$ cat config.mk
export PLATFORM = sky130hd
export DESIGN_NAME = sseg_page_scheduler
export DESIGN_NICKNAME = d
export VERILOG_FILES = /design/src/rtl/sseg_page_scheduler.sv
export SDC_FILE = /design/constraint.sdc
export NUM_CORES = 1
export LEC_CHECK = 0
export ABC_AREA = 1
export CAP_MARGIN = 20
export CORE_MARGIN = 8
export CORE_UTILIZATION = 56
export CTS_CLUSTER_SIZE = 40
export DETAILED_ROUTE_END_ITERATION = 6
export PLACE_DENSITY = 0.81
export SETUP_SLACK_MARGIN = 0.1
export SLEW_MARGIN = 10
export SYNTH_ARGS = -nofsm -noshare
export SYNTH_HDL_FRONTEND = slang
export SYNTH_SLANG_ARGS = --single-unit
$ cat constraint.sdc
create_clock -name i_clk -period 2.75 [get_ports i_clk]
set_input_delay 0.275 -clock i_clk [delete_from_list [all_inputs] [get_ports i_clk]]
set_output_delay 0.275 -clock i_clk [all_outputs]
set_load 0.05 [all_outputs]
$ cat src/rtl/sseg_page_scheduler.sv
// Seven-segment page scheduler: rotates page A / page B on a dwell timer and
// preempts both for a held message, driving the registered hex word and dp mask.
//
// state | meaning
// ------+----------------------------------------------------------
// S_A   | page A buffer on display, dwell counter running
// S_B   | page B buffer on display, dwell counter running
// S_MSG | message buffer on display, hold counter running
module sseg_page_scheduler #(
    parameter int DWELL_TICKS = 100_000_000,
    parameter int HOLD_TICKS  = 200_000_000,
    parameter int TICK_W      = 28
) (
    input  logic        i_clk,
    input  logic        i_rst,
    input  logic        i_a_valid,
    input  logic [15:0] i_a_data,
    input  logic [3:0]  i_a_dp,
    output logic        o_a_ready,
    input  logic        i_b_valid,
    input  logic [15:0] i_b_data,
    input  logic [3:0]  i_b_dp,
    output logic        o_b_ready,
    input  logic        i_msg_valid,
    input  logic [15:0] i_msg_data,
    input  logic [3:0]  i_msg_dp,
    output logic        o_msg_ready,
    input  logic        i_freeze,
    output logic [15:0] o_hex,
    output logic [3:0]  o_dp,
    output logic [1:0]  o_page,
    output logic        o_page_tick
);

    typedef enum logic [1:0] {
        S_A   = 2'b00,
        S_B   = 2'b01,
        S_MSG = 2'b10
    } state_t;

    localparam logic [TICK_W-1:0] DWELL_LAST = TICK_W'(DWELL_TICKS - 1);
    localparam logic [TICK_W-1:0] HOLD_LAST  = TICK_W'(HOLD_TICKS - 1);
    localparam logic [TICK_W-1:0] TICK_ONE   = TICK_W'(1);

    state_t            state;
    state_t            state_nxt;
    state_t            ret_page;
    logic [TICK_W-1:0] dwell_cnt;
    logic [TICK_W-1:0] dwell_nxt;
    logic [TICK_W-1:0] hold_cnt;
    logic [TICK_W-1:0] hold_nxt;

    logic [15:0] a_data_q;
    logic [3:0]  a_dp_q;
    logic [15:0] b_data_q;
    logic [3:0]  b_dp_q;
    logic [15:0] m_data_q;
    logic [3:0]  m_dp_q;

    logic [15:0] a_data_nxt;
    logic [3:0]  a_dp_nxt;
    logic [15:0] b_data_nxt;
    logic [3:0]  b_dp_nxt;
    logic [15:0] m_data_nxt;
    logic [3:0]  m_dp_nxt;
    logic [15:0] hex_nxt;
    logic [3:0]  dp_nxt;

    logic a_we;
    logic b_we;
    logic m_acc;

    assign a_we  = i_a_valid & o_a_ready;
    assign b_we  = i_b_valid & o_b_ready;
    assign m_acc = i_msg_valid & o_msg_ready & (state != S_MSG);

    assign a_data_nxt = a_we  ? i_a_data   : a_data_q;
    assign a_dp_nxt   = a_we  ? i_a_dp     : a_dp_q;
    assign b_data_nxt = b_we  ? i_b_data   : b_data_q;
    assign b_dp_nxt   = b_we  ? i_b_dp     : b_dp_q;
    assign m_data_nxt = m_acc ? i_msg_data : m_data_q;
    assign m_dp_nxt   = m_acc ? i_msg_dp   : m_dp_q;

    // A message accept outranks a dwell expiry on the same cycle.
    always_comb begin
        state_nxt = state;
        dwell_nxt = dwell_cnt;
        hold_nxt  = hold_cnt;
        case (state)
            S_A, S_B: begin
                if (m_acc) begin
                    state_nxt = S_MSG;
                    hold_nxt  = '0;
                    dwell_nxt = '0;
                end else if (!i_freeze) begin
                    if (dwell_cnt == DWELL_LAST) begin
                        state_nxt = (state == S_A) ? S_B : S_A;
                        dwell_nxt = '0;
                    end else begin
                        dwell_nxt = dwell_cnt + TICK_ONE;
                    end
                end
            end
            S_MSG: begin
                if (hold_cnt == HOLD_LAST) begin
                    state_nxt = ret_page;
                    dwell_nxt = '0;
                    hold_nxt  = '0;
                end else begin
                    hold_nxt = hold_cnt + TICK_ONE;
                end
            end
            default: begin
                state_nxt = S_A;
                dwell_nxt = '0;
                hold_nxt  = '0;
            end
        endcase
    end

    // Display mux looks at post-edge buffers so a same-cycle write shows at once.
    always_comb begin
        hex_nxt = a_data_nxt;
        dp_nxt  = a_dp_nxt;
        case (state_nxt)
            S_B: begin
                hex_nxt = b_data_nxt;
                dp_nxt  = b_dp_nxt;
            end
            S_MSG: begin
                hex_nxt = m_data_nxt;
                dp_nxt  = m_dp_nxt;
            end
            default: begin
                hex_nxt = a_data_nxt;
                dp_nxt  = a_dp_nxt;
            end
        endcase
    end

    always_ff @(posedge i_clk) begin
        if (i_rst) begin
            state       <= S_A;
            ret_page    <= S_A;
            dwell_cnt   <= '0;
            hold_cnt    <= '0;
            a_data_q    <= '0;
            a_dp_q      <= '0;
            b_data_q    <= '0;
            b_dp_q      <= '0;
            m_data_q    <= '0;
            m_dp_q      <= '0;
            o_a_ready   <= 1'b0;
            o_b_ready   <= 1'b0;
            o_msg_ready <= 1'b0;
            o_hex       <= '0;
            o_dp        <= '0;
            o_page      <= 2'b00;
            o_page_tick <= 1'b0;
        end else begin
            state       <= state_nxt;
            dwell_cnt   <= dwell_nxt;
            hold_cnt    <= hold_nxt;
            a_data_q    <= a_data_nxt;
            a_dp_q      <= a_dp_nxt;
            b_data_q    <= b_data_nxt;
            b_dp_q      <= b_dp_nxt;
            m_data_q    <= m_data_nxt;
            m_dp_q      <= m_dp_nxt;
            if (m_acc) begin
                ret_page <= state;
            end
            o_a_ready   <= 1'b1;
            o_b_ready   <= 1'b1;
            o_msg_ready <= (state_nxt != S_MSG);
            o_hex       <= hex_nxt;
            o_dp        <= dp_nxt;
            o_page      <= state_nxt;
            o_page_tick <= (state_nxt != state);
        end
    end

endmodule
==> flow_summary.ini <==
[placed_design]
gp_congestion = 0.9270
portBuffers = 91
dp.cells = 1219
dp_hpwl_um = 12340

[worst_setup_path]
crit_type = reg -> reg
cp-end-kind = flop
required_ns = 3.06
path_max_fanout = 20
start_kind = flop
worstPathArrival_ns = 2.79

[global_routing]
grt_pass1_vias = 6111
grt_pass1_wl_um = 28760
antenna_found_initial = 0
grt_overflow = 0
grt_usage = 0.2152
grt_max_degree = 96

[power_and_ir_drop]
powerDensity_nw_per_um2 = 596.7
p_leak_nw = 3.562
irDropWorstVdd_uv = 452.1

[sta]
fin_crit_sh = 0.9020
max_freq_mhz = 403.1
relSlewSlack = 0.3456
setup_viol = 0
tightestPinTransition_ns = 0.9816
fin_setup_tns_ns = 0
clock_skew_ns = 0.008088
fin_crit_ns = 2.481
hold_viol_final = 0
grt_setup_unrepaired = false
drv_slew = 0
hold_slack_ns = 0.3014

[clock_network]
cts.sinks = 143
postCtsHoldBufs = 0
path_clk_slew_ns = 0.06
ctsHtreeMaxLevel = 4
tritoncts = yes
cts_root_buf = clkbuf_16
numCtsBuffers = 17
clk_latency_ns = 0.42
cts.path.max_buffers = 2

[synthesis]
synthArstFlopShare = 0
ys_ff_latch = 143
synth_edf_count = 0
seq_area_frac_synth = 0.4077
ys.warnings.count = 0
netlist_instances = 983
synth_cell_types = 45
syn_area_per_cell_um2 = 7.143
synth_top_area_frac = 0.4077
synth_area_leaders = dfxtp_1 (41%), nand2_1 (8.9%), nor2_1 (8.3%), inv_1 (7.6%), a21oi_1 (3.4%)
synthFlopType = dfxtp_1
synth_largest_area_cell = dfxtp_1
syn_nets = 1053
syn-cell-area_um2 = 7022

[die]
fp-row-count = 41
io_pins = 92
coreArea_um2 = 12410
initial_core_util = 0.5656
die_h_um = 128.0
die_w_um = 128.0
die-area_um2 = 16380

[layout]
antenna_cells = 0
final_core_util = 0.6973
fill_cells = 1027
post_layout_nonfiller_instances = 1253
drive_above_1_share = 0.1286
layout.nets = 1138
area_growth_pct = 23.29

[flow_run]
cap_violations = 0

[detailed_routing]
wirelength_um = 17350
viasPerCell = 5.139
antenna_left = 0
wl_per_cell_um = 13.85
num_vias = 6439
first_iter_violations = 406
first_pass_iters = 5
drcViolationCount = 0

[min_path]
worstHoldPathType = in -> reg

[outcome]
outcome = finished, final reports clean
[registers in the layout, indices dropped and copies added (netlist names)]
register     cells
o_b_ready        1
dwell_cnt       28
b_data_q        16
o_dp             4
state            2
a_dp_q           4
m_dp_q           4
m_data_q        16
a_data_q        16
o_msg_ready      1
o_page_tick      1
hold_cnt        28
b_dp_q           4
ret_page         2
o_hex           16
[critical path, cell delays in order, from the launching register on]
cell      delay (ns)
dfxtp_1         0.35
ha_1            0.20
nand3_1         0.15
nor3_4          0.29
nand3_2         0.14
o21ai_0         0.22
nand2_1         0.17
ha_4            0.34
buf_12          0.16
a21oi_1         0.06
a221oi_1        0.29
[cell usage after synthesis, drive strengths merged (2+ instances only)]
cell / number
a221oi: 20
dfxtp: 143
inv: 149
nor4: 4
nor3b: 6
or2: 23
ha: 4
nand4: 15
clkbuf: 22
nand3b: 3
xor2: 8
nand3: 47
nor3: 30
mux2: 20
clkinv: 2
a21oi: 49
nor2: 165
o21ai: 67
nand2: 177
xnor2: 3
a211oi: 4
buf: 17
[layout by cell type (no fill, tap or decap), drive strengths merged]
master | Yosys | layout
a211oi | 4 | 4
a21oi | 49 | 49
a221oi | 20 | 20
a31o | 1 | 1
a31oi | 1 | 1
and2 | 1 | 1
buf | 17 | 14
clkbuf | 22 | 19
clkdlybuf4s50 | 0 | 90
clkinv | 2 | 6
clkinvlp | 0 | 5
dfxtp | 143 | 143
ha | 4 | 4
inv | 149 | 154
mux2 | 20 | 20
nand2 | 177 | 177
nand2b | 1 | 1
nand3 | 47 | 47
nand3b | 3 | 3
nand4 | 15 | 15
nor2 | 165 | 165
nor3 | 30 | 30
nor3b | 6 | 6
nor4 | 4 | 4
o21ai | 67 | 67
o21bai | 1 | 1
or2 | 23 | 23
xnor2 | 3 | 3
xor2 | 8 | 8
[layout make-up]
cell class	instances	area [µm²]	share of cell area
multi-input combinational	650	3413	0.3943
sequential	143	2865	0.3310
timing repair buffer	105	1045	0.1207
inverter	151	574.3	0.06634
clock buffer	18	439.2	0.05073
tap	172	215.2	0.02486
clock inverter	14	105.1	0.01214
[repair_timing]
action,4_1_cts,5_1_grt
endpoints found under the setup margin,0,20
setup buffers,0,1
resized for setup,0,8
[where the power goes]
group	total (mW)	internal [mW]	switching (mW)	leakage (nW)
sequential	2.21	2.18	0.0376	1.17
combinational	0.842	0.331	0.511	2.14
clock	2.11	1.18	0.926	0.256
[cell families after synthesis]
| family | Yosys count | share of synthesized area |
|---|---|---|
| AOI/OAI and AO/OA | 143 | 0.1173 |
| xor gates and xnor gates | 11 | 0.01372 |
| adders and majority gates | 4 | 0.007128 |
| buffers and inverters | 190 | 0.1096 |
| DFF | 143 | 0.4077 |
| muxes | 20 | 0.03207 |
| and+or+nand+nor | 472 | 0.3125 |
[through the flow]
step / setup slack [ns] / total power [mW] / cell area (µm²)
floorplan: 0.3530 / 2.795 / 7022
global placement: 0.3204 / 3.061 / 8050
detailed placement: 0.2149 / 3.070 / 8050
CTS: 0.1690 / 5.165 / 8594
global route: 0.1015 / 5.368 / 8657
finish: 0.2695 / 5.165 / 8657
[layer usage]
| layer | track usage | vias up | part of all wire |
|---|---|---|---|
| met5 | 0 | - | 0 |
| met4 | 0.05874 | 0 | 0.016 |
| met3 | 0.06364 | 27 | 0.068 |
| met2 | 0.3482 | 187 | 0.45 |
| met1 | 0.2726 | 2915 | 0.46 |
| li1 | - | 3310 | - |
[worst paths after layout]
path	to	cells past startpoint	start	slack, ns
worst max-delay path	o_hex[0]$_SDFF_PP0_	10	hold_cnt[1]$_SDFFE_PP0P_	0.27
worst min-delay path	o_b_ready$_DFF_P_	2	i_rst	0.30
worst max register to register	o_hex[0]$_SDFF_PP0_	10	hold_cnt[1]$_SDFFE_PP0P_	0.27
worst min register to register	hold_cnt[0]$_SDFFE_PP0P_	1	hold_cnt[0]$_SDFFE_PP0P_	0.46
Note: power is estimated with default switching activity, not from simulation.
